==> src/rtl/fetch_sequencer_pkg.sv <==
// ============================================================================
// Module  : fetch_sequencer_pkg
// Brief   : Shared types and constants for the instruction fetch sequencer.
// Revision: 1.0
// ============================================================================
`default_nettype none

package fetch_sequencer_pkg;

    typedef enum logic [1:0] {
        ST_BOOT  = 2'd0,
        ST_RUN   = 2'd1,
        ST_FLUSH = 2'd2
    } state_t;

    localparam logic [31:0] c_reset_pc_default = 32'h4000_0000;
    localparam int unsigned c_bios_sel_bit     = 30;

    function automatic logic [31:0] word_align(input logic [31:0] addr);
        return {addr[31:2], 2'b00};
    endfunction

endpackage

`default_nettype wire

==> src/rtl/fetch_sequencer_if.sv <==
// ============================================================================
// Module  : fetch_sequencer_if
// Brief   : Control/address bundle between fetch sequencer, memories and mux.
// Revision: 1.0
// ============================================================================
`default_nettype none

interface fetch_sequencer_if;

    logic        stall;
    logic        redirect;
    logic [31:0] redirect_pc;
    logic [31:0] fetch_addr;
    logic [31:0] pc_f;
    logic        pc_30;
    logic        imux_nop;
    logic        inst_valid;

    modport master (
        input  stall,
        input  redirect,
        input  redirect_pc,
        output fetch_addr,
        output pc_f,
        output pc_30,
        output imux_nop,
        output inst_valid
    );

    modport slave (
        output stall,
        output redirect,
        output redirect_pc,
        input  fetch_addr,
        input  pc_f,
        input  pc_30,
        input  imux_nop,
        input  inst_valid
    );

endinterface

`default_nettype wire

==> src/rtl/fetch_sequencer.sv <==
// ============================================================================
// Module  : fetch_sequencer
// Brief   : Fetch PC, shared read address and NOP/source control for BIOS/IMEM.
// Revision: 1.0
// ============================================================================
`default_nettype none

module fetch_sequencer
    import fetch_sequencer_pkg::*;
#(
    parameter logic [31:0] RESET_PC      = c_reset_pc_default,
    parameter int unsigned FLUSH_BUBBLES = 1
) (
    input  logic                   clk,
    input  logic                   rst,
    fetch_sequencer_if.master      fetch_bus
);

    localparam logic [2:0] c_flush_load     = 3'(FLUSH_BUBBLES - 1);
    localparam state_t     c_redirect_state = (FLUSH_BUBBLES > 1) ? ST_FLUSH : ST_RUN;

    logic [31:0] r_pc_f;
    state_t      r_state;
    logic [2:0]  r_cnt;

    logic [31:0] w_fetch_addr;
    logic [31:0] w_next_pc;
    logic [31:0] w_pc_plus4;
    state_t      w_next_state;
    logic [2:0]  w_next_cnt;
    logic        w_nop;

    assign w_pc_plus4 = r_pc_f + 32'd4;

    always_comb begin
        w_fetch_addr = r_pc_f;
        w_next_pc    = r_pc_f;
        w_next_state = r_state;
        w_next_cnt   = r_cnt;
        w_nop        = 1'b1;

        if (rst) begin
            w_fetch_addr = RESET_PC;
        end else if (fetch_bus.redirect) begin
            // The wrong-path word on the memory outputs is squashed this cycle.
            w_fetch_addr = word_align(fetch_bus.redirect_pc);
            w_next_pc    = word_align(fetch_bus.redirect_pc);
            w_next_state = c_redirect_state;
            w_next_cnt   = c_flush_load;
        end else begin
            case (r_state)
                ST_BOOT: begin
                    w_fetch_addr = RESET_PC;
                    w_next_state = ST_RUN;
                end
                ST_RUN: begin
                    w_nop = 1'b0;
                    if (!fetch_bus.stall) begin
                        w_fetch_addr = w_pc_plus4;
                        w_next_pc    = w_pc_plus4;
                    end
                end
                ST_FLUSH: begin
                    // Keep re-reading the target so it is on the outputs when bubbles end.
                    if (!fetch_bus.stall) begin
                        w_next_cnt = r_cnt - 3'd1;
                        if (r_cnt <= 3'd1) begin
                            w_next_state = ST_RUN;
                        end
                    end
                end
                default: begin
                    w_fetch_addr = RESET_PC;
                    w_next_pc    = RESET_PC;
                    w_next_state = ST_BOOT;
                    w_next_cnt   = 3'd0;
                end
            endcase
        end
    end

    always_ff @(posedge clk) begin
        if (rst) begin
            r_pc_f  <= RESET_PC;
            r_state <= ST_BOOT;
            r_cnt   <= 3'd0;
        end else begin
            r_pc_f  <= w_next_pc;
            r_state <= w_next_state;
            r_cnt   <= w_next_cnt;
        end
    end

    assign fetch_bus.fetch_addr = w_fetch_addr;
    assign fetch_bus.pc_f       = r_pc_f;
    assign fetch_bus.pc_30      = r_pc_f[c_bios_sel_bit];
    assign fetch_bus.imux_nop   = w_nop;
    assign fetch_bus.inst_valid = ~w_nop & ~fetch_bus.stall;

endmodule

`default_nettype wire
==> src/flat_wrapper.sv <==
// flat-port wrapper written by rule: the top's interface ports become plain ports
module fetch_sequencer_flat import fetch_sequencer_pkg::*;
#(
    parameter logic [31:0] RESET_PC      = c_reset_pc_default,
    parameter int unsigned FLUSH_BUBBLES = 1
)
  (clk, rst, fetch_bus_stall, fetch_bus_redirect, fetch_bus_redirect_pc, fetch_bus_fetch_addr, fetch_bus_pc_f, fetch_bus_pc_30, fetch_bus_imux_nop, fetch_bus_inst_valid);
  fetch_sequencer_if fetch_bus_i ();
  input  logic clk;
  input  logic rst;
  input wire logic [$bits(fetch_bus_i.stall)-1:0] fetch_bus_stall;
  input wire logic [$bits(fetch_bus_i.redirect)-1:0] fetch_bus_redirect;
  input wire logic [$bits(fetch_bus_i.redirect_pc)-1:0] fetch_bus_redirect_pc;
  output wire logic [$bits(fetch_bus_i.fetch_addr)-1:0] fetch_bus_fetch_addr;
  output wire logic [$bits(fetch_bus_i.pc_f)-1:0] fetch_bus_pc_f;
  output wire logic [$bits(fetch_bus_i.pc_30)-1:0] fetch_bus_pc_30;
  output wire logic [$bits(fetch_bus_i.imux_nop)-1:0] fetch_bus_imux_nop;
  output wire logic [$bits(fetch_bus_i.inst_valid)-1:0] fetch_bus_inst_valid;
  assign fetch_bus_i.stall = fetch_bus_stall;
  assign fetch_bus_i.redirect = fetch_bus_redirect;
  assign fetch_bus_i.redirect_pc = fetch_bus_redirect_pc;
  assign fetch_bus_fetch_addr = fetch_bus_i.fetch_addr;
  assign fetch_bus_pc_f = fetch_bus_i.pc_f;
  assign fetch_bus_pc_30 = fetch_bus_i.pc_30;
  assign fetch_bus_imux_nop = fetch_bus_i.imux_nop;
  assign fetch_bus_inst_valid = fetch_bus_i.inst_valid;
  fetch_sequencer #(.RESET_PC(RESET_PC), .FLUSH_BUBBLES(FLUSH_BUBBLES)) u_core (.clk(clk), .rst(rst), .fetch_bus(fetch_bus_i));
endmodule
==> config.mk <==
export PLATFORM = sky130hd
export DESIGN_NAME = fetch_sequencer_flat
export DESIGN_NICKNAME = d
export VERILOG_FILES = /design/src/rtl/fetch_sequencer_pkg.sv /design/src/rtl/fetch_sequencer_if.sv /design/src/rtl/fetch_sequencer.sv /design/src/flat_wrapper.sv
export SDC_FILE = /design/constraint.sdc
export NUM_CORES = 1
export LEC_CHECK = 0
export CORE_MARGIN = 3
export CORE_UTILIZATION = 30
export CTS_BUF_LIST = sky130_fd_sc_hd__clkbuf_2 sky130_fd_sc_hd__clkbuf_4 sky130_fd_sc_hd__clkbuf_8
export CTS_CLUSTER_DIAMETER = 150
export DETAILED_ROUTE_END_ITERATION = 7
export GPL_ROUTABILITY_DRIVEN = 0
export PLACE_DENSITY_LB_ADDON = 0.2
export REMOVE_ABC_BUFFERS = 1
export SLEW_MARGIN = 20
export SYNTH_ARGS = -nofsm -noshare
export SYNTH_HDL_FRONTEND = slang
export SYNTH_SLANG_ARGS = --single-unit
==> constraint.sdc <==
create_clock -name clk -period 1.85 [get_ports clk]
set_clock_uncertainty 0.1 [all_clocks]
set_input_delay 0.185 -clock clk [delete_from_list [all_inputs] [get_ports clk]]
set_output_delay 0.185 -clock clk [all_outputs]
set_load 0.005 [all_outputs]
## Word level (Yosys, flattened, before mapping)

Index checks and enable logic that the tools add are counted.

| storage, ports and cells | value |
|---|---|
| bits in registers | 37 |
| input bits | 36 |
| logic and storage cells | 43 |
| output and inout port bits | 67 |

| cells by class | value |
|---|---|
| reduce and logical (&&, ||, !) cells | 7 |
| eq/ne operators | 8 |
| bitwise logic cells | 5 |
| $lt $le $gt $ge | 1 |
| multiplexer cells | 15 |
| add/subtract/negate cells | 2 |

Operators with widths:

| cell | number |
|---|---|
| two-way mux 32 bit | 4 |
| case mux 32 bit (2 select lines) | 2 |
| adder 32 x 3 -> 32 bit, second input constant | 1 |
| case mux 2 bit (3 select lines) | 1 |
| case mux 3 bit (2 select lines) | 1 |
| AND reduction 3 bit | 2 |
| OR reduction 2 bit | 3 |
| two-way mux 1 bit | 4 |
| two-way mux 2 bit | 2 |
| inequality test 2 x 1 -> 1 bit, second input constant | 2 |
| inequality test 2 bit, second input constant | 2 |
| NOT 1 bit | 4 |
| <= comparator 3 x 1 -> 1 bit, second input constant | 1 |
| two-way mux 3 bit | 1 |
| inequality test 3 x 2 -> 1 bit, second input constant | 1 |
| inequality test 3 bit, second input constant | 1 |
| subtractor 3 x 1 -> 3 bit, second input constant | 1 |
| == test 2 x 1 -> 1 bit, second input constant | 1 |
| == test 2 bit, second input constant | 1 |
| logical NOT 2 bit | 1 |
| AND reduction 2 bit | 1 |
| bitwise AND 1 bit | 1 |

## Depth between registers and ports, before layout

Gate-level depths: netlist of run 1.

| logic depth | value |
|---|---|
| depth in word-level cells | 6 |
| depth in mapped cells | 9 |
| gate-level depth less buffers | 6 |

## Worst setup path after synthesis of run 1

No wires, ideal clock.

| timing path | value |
|---|---|
| path kind | flip-flop to output port |
| start | reg u_core.r_pc_f[2] (netlist: u_core.fetch_bus.pc_f[2]) |
| end | out fetch_bus_fetch_addr[20] |
| stages on the path, launching flop included | 10 |
| slack | -0.200 ns |
| buffers on the path | 3 |
| required time | 1.565 ns |
| arrival | 1.765 ns |
| cells stage by stage | dfxtp_1 ha_1 and4b_1 buf_4 and4_1 buf_6 buf_6 nand3_1 xor2_1 o21ai_0 |

| between the ends | value |
|---|---|
| longest elaborated chain between the ends | 5 |

Ends and longest elaborated chain:

| what | line | text |
|---|---|---|
| from (decl) | fetch_sequencer.sv:22 | `logic [31:0] r_pc_f;` |
| from (signal assigned) | fetch_sequencer.sv:88 | `r_pc_f <= w_next_pc;` |
| adder 32 x 3 -> 32 bit | fetch_sequencer.sv:33 | `assign w_pc_plus4 = r_pc_f + 32'd4;` |
| two-way mux 32 bit | fetch_sequencer.sv:58 | `if (!fetch_bus.stall) begin` |
| case mux 32 bit (2 select lines) | fetch_sequencer.sv:51 | `case (r_state)` |
| two-way mux 32 bit | fetch_sequencer.sv:44 | `end else if (fetch_bus.redirect) begin` |
| two-way mux 32 bit | fetch_sequencer.sv:42 | `if (rst) begin` |
| to (decl) | flat_wrapper.sv:14 | `output wire logic [$bits(fetch_bus_i.fetch_addr)-1:0] fetch_bus_fetch_addr;` |

No other way between the ends.

## Worst setup path after layout of run 1

| timing path | value |
|---|---|
| start | reg u_core.r_pc_f[3] (netlist: u_core.fetch_bus.pc_f[3]) |
| end | out fetch_bus_fetch_addr[20] |

Same word-level chain as after synthesis.

==> results_tabular.tex, run 1 <==
\begin{tabular}{lr}
\hline
Metric & Value \\
\hline
\multicolumn{2}{l}{\textbf{Hold path}} \\
Worst hold path class & input port to register \\
\multicolumn{2}{l}{\textbf{Clocking}} \\
Number of buffers created by CTS & 5 \\
TritonCTS sink count & 33 \\
Maximum root-to-sink buffer count & 2 \\
Clock slew at the register clock pins of the worst setup and hold paths & 0.06 ns \\
Clock Root Buffer & sky130\_fd\_sc\_hd\_\_clkbuf\_8 \\
Clock tree from TritonCTS & yes \\
Maximum level of the CTS H-tree & 2 \\
Clock latency at the later pin of the worst-skew pair & 0.28 ns \\
\multicolumn{2}{l}{\textbf{Setup path}} \\
Type of the worst setup path & register to output port \\
Type of destination of the critical path & output port \\
Register-to-register setup slack & -0.13 ns \\
Required time of the worst setup path & 1.56 ns \\
Slowest stage cell, crit path & sky130\_fd\_sc\_hd\_\_dfxtp\_4 \\
Critical Path, Cell by Cell & ha\_4 > and4b\_1 > and4\_4 > buf\_6 > buf\_4 > nand3\_2 > xor2\_1 > o21ai\_1 > buf\_2 \\
Arrival time reported for the critical path endpoint & 1.93 ns \\
Crit path buffers/inverters & 3 \\
Startpoint type of the worst setup path & register \\
CP max FO & 5 \\
Maximum cell stage delay along the critical path & 0.37 ns \\
CP top delay family & simple AND/OR/NAND/NOR gates \\
\multicolumn{2}{l}{\textbf{Detailed routing}} \\
Post-route ant nets & 0 \\
Average detailed-routed wire length per instance & 15.10 um \\
Met2 WL & 4.686 mm \\
Total Wirelength & 9.483 mm \\
Initial DRC Count & 82 \\
WL met3 & 484 um \\
Vias & 3,044 \\
Highest routed metal layer & met4 \\
Iteration count of the initial detailed-routing pass & 4 \\
Post-route DRC violation count & 0 \\
Metal-1 WL & 4.165 mm \\
Detailed-route vias per instance & 4.847 \\
\multicolumn{2}{l}{\textbf{Pwr}} \\
Power per unit of standard cell area & 426.3 mW/mm2 \\
Lkg Pwr & 2.043 nW \\
Maximum resistive drop on vdd & 0.0002513 V \\
\multicolumn{2}{l}{\textbf{Final layout}} \\
Number of diodes & 0 \\
Area added between synthesis and finish & 92.77\% \\
Fill count & 710 \\
Area used by multi-input combinational logic & 0.001871 mm2 \\
Fraction of final layout cells with drive strength greater than 1 & 42.78\% \\
Seq. cell area & 689.4 um2 \\
Cell area after layout & 0.004735 mm2 \\
Post-layout net count & 563 \\
\multicolumn{2}{l}{\textbf{Outcome}} \\
Result of the run & finished with violations \\
Violations in the final reports & setup timing \\
\multicolumn{2}{l}{\textbf{Global routing}} \\
Overall global routing resource usage & 19.60\% \\
Final global-route overflow total & 0 \\
Largest net degree at the start of global routing & 24 \\
Number of global-route vias before repair & 3,102 \\
Wire length of the first global-routing pass & 14.46 mm \\
Number of antenna violations at the first check in global routing & 0 \\
\multicolumn{2}{l}{\textbf{Timing}} \\
Final setup viols & 40 \\
Number of pins exceeding their max-slew limit in the final report & 0 \\
Post-route worst hold slack & 0.2873 ns \\
Normalized max-slew margin & 78.47\% \\
Unrepaired setup endpoints after global routing & yes \\
Slack of the critical path & -0.3631 ns \\
Final min period & 2.213 ns \\
Max Clock Freq & 451.9 MHz \\
Final period utilization & 119.6\% \\
Worst Max-Slew Pin Slew & 0.3212 ns \\
Hold Fails Final Rpt & 0 \\
\multicolumn{2}{l}{\textbf{Synthesis}} \\
Number of distinct library cells after synthesis & 45 \\
Cell types with the largest area share after synthesis & sky130\_fd\_sc\_hd\_\_dfxtp\_1 (27\%), sky130\_fd\_sc\_hd\_\_xor2\_1 (12\%), sky130\_fd\_sc\_hd\_\_nand2\_1 (7.5\%) \\
Register area share after synthesis & 26.90\% \\
Number of enable-type register cells in the synthesized netlist & 0 \\
Most frequent cell after synthesis & sky130\_fd\_sc\_hd\_\_nand2\_1 \\
Flops \& latches, synth & 33 \\
Yosys warning count & 0 \\
Top flip-flop cell by instance count after synthesis & sky130\_fd\_sc\_hd\_\_dfxtp\_1 \\
Mean instance size in the synthesized netlist & 7.748 um2 \\
Share of the synthesized area in the top cell type & 26.90\% \\
Syn Std Cell Area & 0.002456 mm2 \\
Synth cell count leaders & sky130\_fd\_sc\_hd\_\_nand2\_1 (49), sky130\_fd\_sc\_hd\_\_xor2\_1 (35), sky130\_fd\_sc\_hd\_\_dfxtp\_1 (33) \\
FFs w/ async S/R, synth & 0\% \\
Post-synthesis cell count & 317 \\
Leading area contributor after synthesis & sky130\_fd\_sc\_hd\_\_dfxtp\_1 \\
\multicolumn{2}{l}{\textbf{Run}} \\
Number of max-cap violations & 0 \\
\multicolumn{2}{l}{\textbf{Floorplanning}} \\
\# rows & 32 \\
Effective utilization at floorplan & 31.30\% \\
Die outline height & 96.48 um \\
Die X & 96.48 um \\
Core Area & 0.007848 mm2 \\
Ports & 103 \\
Area enclosed by the die boundary & 0.009308 mm2 \\
\multicolumn{2}{l}{\textbf{Place}} \\
Detailed placement HPWL & 6.688 mm \\
Placed cell areas & 0.004178 mm2 \\
Port Buffer Count & 100 \\
\hline
\end{tabular}
## per-stage QoR
step	total power (W)	instances	utilization (%)	setup WS [ns]	setup TNS (ns)
after CTS	0.002016	625	58.59	-0.4019	-10.17
after global placement	0.001421	588	53.24	-0.7750	-25.68
after global routing	0.002116	628	60.33	-0.4696	-11.70
final	0.002018	628	60.33	-0.3631	-7.348
after detailed placement	0.001433	588	53.24	-0.7972	-27.32
after floorplan	0.001003	294	-	-0.3656	-6.222
## cell usage in the layout (no fill, tap or decap), drive strengths merged, types with 2 or more instances in the layout
cell type / n
a211oi: 6
a21o: 5
a21oi: 7
a22oi: 5
and2: 8
and3: 5
and4: 5
buf: 149
clkbuf: 10
clkdlybuf4s15: 4
clkdlybuf4s50: 64
dfxtp: 33
dlygate4sd2: 5
inv: 5
nand2: 49
nand2b: 2
nand3: 18
nand4: 16
nor2: 20
nor3: 5
nor4: 3
o21a: 6
o21ai: 33
xnor2: 15
xor2: 35
## sequential cells by signal (all words and copies together), names as in the netlist
| register | cells |
|---|---|
| u_core.r_state | 1 |
| u_core.fetch_bus.pc_f | 32 |
## worst min-delay path, stage by stage
cell and delay [ns]:
sky130_fd_sc_hd__dlygate4sd2_1 0.25, sky130_fd_sc_hd__buf_4 0.15, sky130_fd_sc_hd__a21oi_1 0.04
## power breakdown
group	switching (W)	leakage, nW	internal, W
Sequential	0.0000381	0.279	0.000755
Clock	0.000260	0.0477	0.000310
Combinational	0.000278	1.72	0.000377
Total	0.000576	2.04	0.00144
## cells by family (layout without fill, tap and decap cells)
logic type | Yosys count | in the layout | synth area share (%)
and+or+nand+nor | 134 | 134 | 30.67
AOI/OAI and AO/OA | 68 | 68 | 17.22
xor gates and xnor gates | 50 | 50 | 17.83
DFF | 33 | 33 | 26.90
buffers and inverters | 29 | 238 | 6.010
muxes | 2 | 2 | 0.8660
adders and majority gates | 1 | 1 | 0.5093
## layout make-up
class,count,area share [%]
Timing Repair Buffer,225,40.86
Inverter,6,0.4757
Sequential cell,33,14.56
Tap cell,102,2.696
Clock buffer,7,1.903
Multi-Input combinational cell,255,39.51
## final timing paths
path,startpoint,endpoint,depth (start not counted)
max,u_core.fetch_bus.pc_f[3],fetch_bus_fetch_addr[20],9
min,rst,u_core.fetch_bus.pc_f[10],3
max reg2reg,u_core.fetch_bus.pc_f[3],u_core.fetch_bus.pc_f[15],9
min reg2reg,u_core.fetch_bus.pc_f[1],u_core.fetch_bus.pc_f[1],1
## timing repair
| action | CTS | global route |
|---|---|---|
| buffers inserted | 28 | 9 |
| resized for setup | 177 | 64 |
| setup endpoints to repair | 46 | 49 |
| gates cloned | 2 | 0 |
| pin swaps | 29 | 27 |
| hold buffers | 0 | 0 |
## per-layer routing
layer / GRT usage (%) / up-vias
met1: 23.95 / 1428
met3: 3.796 / 13
met5: 0 / -
met4: 4.673 / 0
li1: - / 1522
met2: 35.29 / 81
Note: power is estimated with default switching activity, not from simulation.
==> run 2, diff against run 1 <==
--- a/config.mk
+++ b/config.mk
@@ -13,6 +13,7 @@
 export GPL_ROUTABILITY_DRIVEN = 0
 export PLACE_DENSITY_LB_ADDON = 0.2
 export REMOVE_ABC_BUFFERS = 1
+export SETUP_SLACK_MARGIN = 0.3
 export SLEW_MARGIN = 20
 export SYNTH_ARGS = -nofsm -noshare
 export SYNTH_HDL_FRONTEND = slang
==> results_tabular.tex, run 2 (synthesis gave the netlist of run 1 again) <==
\begin{tabular}{lr}
\hline
Metric & Value \\
\hline
\multicolumn{2}{l}{\textbf{Place}} \\
Port Buffer Count & 100 \\
Detailed placement HPWL & 6.688 mm \\
\multicolumn{2}{l}{\textbf{Global routing}} \\
Overall global routing resource usage & 20.16\% \\
Wire length of the first global-routing pass & 14.84 mm \\
Final global-route overflow total & 0 \\
Number of global-route vias before repair & 3,159 \\
Largest net degree at the start of global routing & 24 \\
Number of antenna violations at the first check in global routing & 0 \\
\multicolumn{2}{l}{\textbf{Setup path}} \\
Critical Path, Cell by Cell & ha\_4 > and4b\_1 > and4\_4 > buf\_6 > buf\_8 > nand3\_4 > xor2\_1 > o21ai\_1 > buf\_2 \\
Crit path buffers/inverters & 3 \\
Slowest stage cell, crit path & sky130\_fd\_sc\_hd\_\_dfxtp\_4 \\
CP top delay family & simple AND/OR/NAND/NOR gates \\
Critical path launch point & u\_core.fetch\_bus.pc\_f[3] \\
Register-to-register setup slack & -0.25 ns \\
Required time of the worst setup path & 1.56 ns \\
Beginning of the worst register-to-register path & u\_core.fetch\_bus.pc\_f[2] \\
Worst flop-to-flop path endpoint & u\_core.fetch\_bus.pc\_f[21] \\
R2r worst-path depth & 10 \\
Type of the worst setup path & register to output port \\
Arrival time reported for the critical path endpoint & 2.01 ns \\
Startpoint type of the worst setup path & register \\
Type of destination of the critical path & output port \\
CP max FO & 7 \\
Maximum cell stage delay along the critical path & 0.37 ns \\
\multicolumn{2}{l}{\textbf{Final layout}} \\
Most common cell after layout, fill and taps aside & sky130\_fd\_sc\_hd\_\_buf\_4 \\
Fill count & 644 \\
Number of diodes & 0 \\
Area added between synthesis and finish & 110.6\% \\
Post-layout net count & 584 \\
Core occupancy in the finished layout & 65.91\% \\
Flip-flop count of the largest register after layout & 32 \\
Most used cells in the layout excluding fill and tap cells & sky130\_fd\_sc\_hd\_\_buf\_4 (97), sky130\_fd\_sc\_hd\_\_buf\_6 (42), sky130\_fd\_sc\_hd\_\_nand2\_1 (39) \\
Fraction of final layout cells with drive strength greater than 1 & 51.37\% \\
\multicolumn{2}{l}{\textbf{Detailed routing}} \\
Post-route ant nets & 0 \\
Total Wirelength & 9.925 mm \\
Iteration count of the initial detailed-routing pass & 4 \\
Initial DRC Count & 102 \\
Detailed-route vias per instance & 4.911 \\
Vias & 3,187 \\
Average detailed-routed wire length per instance & 15.29 um \\
Post-route DRC violation count & 0 \\
\multicolumn{2}{l}{\textbf{Timing}} \\
Unrepaired setup endpoints after global routing & yes \\
Final period utilization & 124.2\% \\
Slack of the critical path & -0.4476 ns \\
Worst Max-Slew Pin Slew & 0.3647 ns \\
Number of pins exceeding their max-slew limit in the final report & 0 \\
Normalized max-slew margin & 75.50\% \\
Final setup viols & 44 \\
Final setup TNS & -10.06 ns \\
Hold Fails Final Rpt & 0 \\
Max Clock Freq & 435.2 MHz \\
Final min period & 2.298 ns \\
\multicolumn{2}{l}{\textbf{Hold path}} \\
Worst hold path cell count & 3 \\
Worst hold path class & input port to register \\
End of the worst hold path & u\_core.fetch\_bus.pc\_f[10] \\
Hold wc startpoint & rst \\
\multicolumn{2}{l}{\textbf{Clocking}} \\
Number of buffers created by CTS & 5 \\
Clock Root Buffer & sky130\_fd\_sc\_hd\_\_clkbuf\_8 \\
Maximum root-to-sink buffer count & 2 \\
Clock slew at the register clock pins of the worst setup and hold paths & 0.07 ns \\
Clock tree from TritonCTS & yes \\
Clock latency at the later pin of the worst-skew pair & 0.28 ns \\
Maximum level of the CTS H-tree & 2 \\
TritonCTS sink count & 33 \\
\multicolumn{2}{l}{\textbf{Floorplanning}} \\
\# rows & 32 \\
Die outline height & 96.48 um \\
Effective utilization at floorplan & 31.30\% \\
Die X & 96.48 um \\
Core Area & 0.007848 mm2 \\
Ports & 103 \\
Area enclosed by the die boundary & 0.009308 mm2 \\
\multicolumn{2}{l}{\textbf{Outcome}} \\
Result of the run & finished with violations \\
Violations in the final reports & setup timing \\
\multicolumn{2}{l}{\textbf{Pwr}} \\
Lkg Pwr & 2.482 nW \\
Maximum resistive drop on vdd & 0.0002489 V \\
Power per unit of standard cell area & 400.3 mW/mm2 \\
Sum of internal, switching and leakage power & 0.002071 W \\
\multicolumn{2}{l}{\textbf{Run}} \\
Number of max-cap violations & 0 \\
\hline
\end{tabular}
-- run 2: changes by cell type in the layout (fill, tap and decap cells not counted), moves of 9 or more --
cell,change
sky130_fd_sc_hd__clkdlybuf4s50_1,-28
sky130_fd_sc_hd__buf_6,+23
sky130_fd_sc_hd__dlymetal6s2s_1,+12
sky130_fd_sc_hd__dfxtp_1,-11
sky130_fd_sc_hd__dlygate4sd2_1,+11
sky130_fd_sc_hd__dfxtp_2,+9
-- run 2: report_power, final --
group          internal, W  switching (W)  total (W)
logic             0.000401       0.000298   0.000699
clock network     0.000310       0.000265   0.000575
registers         0.000757      0.0000394   0.000796
total              0.00147       0.000603    0.00207
-- run 2: through the flow --
stage	hold WS (ns)	area (um2)	setup slack, ns	cells
after floorplan	0.1496	2331	-0.3656	294
after global placement	0.3679	4178	-0.7750	588
after detailed placement	0.3738	4178	-0.7972	588
after CTS	0.1127	4790	-0.4002	637
after global routing	0.1190	5172	-0.4975	649
final	0.1190	5172	-0.4476	649
-- run 2: area by class of cell --
class	instances	area (um2)	share of cell area (%)
clock buffers	7	90.09	1.742
well taps	102	127.6	2.467
flip-flops and latches	33	708.2	13.69
repair buffers	246	2220	42.91
multi-input cells	255	2002	38.70
inverters	6	25.02	0.4838
-- run 2: repair_timing --
action,4_1_cts,5_1_grt
cloned,2,0
pin swaps,40,57
endpoints found under the setup margin,84,74
setup buffers,40,12
resized for setup,250,96
hold buffers,0,0
-- run 2: per-layer routing --
metal	share of wire [%]	global-route usage [%]	up-vias
li1	-	-	1575
met1	43	25.05	1504
met2	50	36.03	95
met3	5.9	3.873	13
met4	1.4	4.322	0
met5	0	0	-
-- run 2: worst reg2reg max path, delay by kind of cell (launching register included) --
family                    cells  cell delay (ns)
and+or+nand+nor               3             0.50
xor gates and xnor gates      1             0.19
DFF                           1             0.37
AOI/OAI and AO/OA             1             0.19
buffers and inverters         5             0.66
-- run 2: worst max-delay path by stage --
| stage | end | cells after the start |
|---|---|---|
| 6_report | fetch_bus_fetch_addr[26] | 9 |
| 5_1_grt | fetch_bus_fetch_addr[26] | 9 |
| 4_1_cts | fetch_bus_fetch_addr[26] | 9 |
| 3_5_place_dp | fetch_bus_fetch_addr[15] | 9 |
| 3_3_place_gp | fetch_bus_fetch_addr[15] | 9 |
| 2_1_floorplan | u_core.fetch_bus.pc_f[12] | 6 |
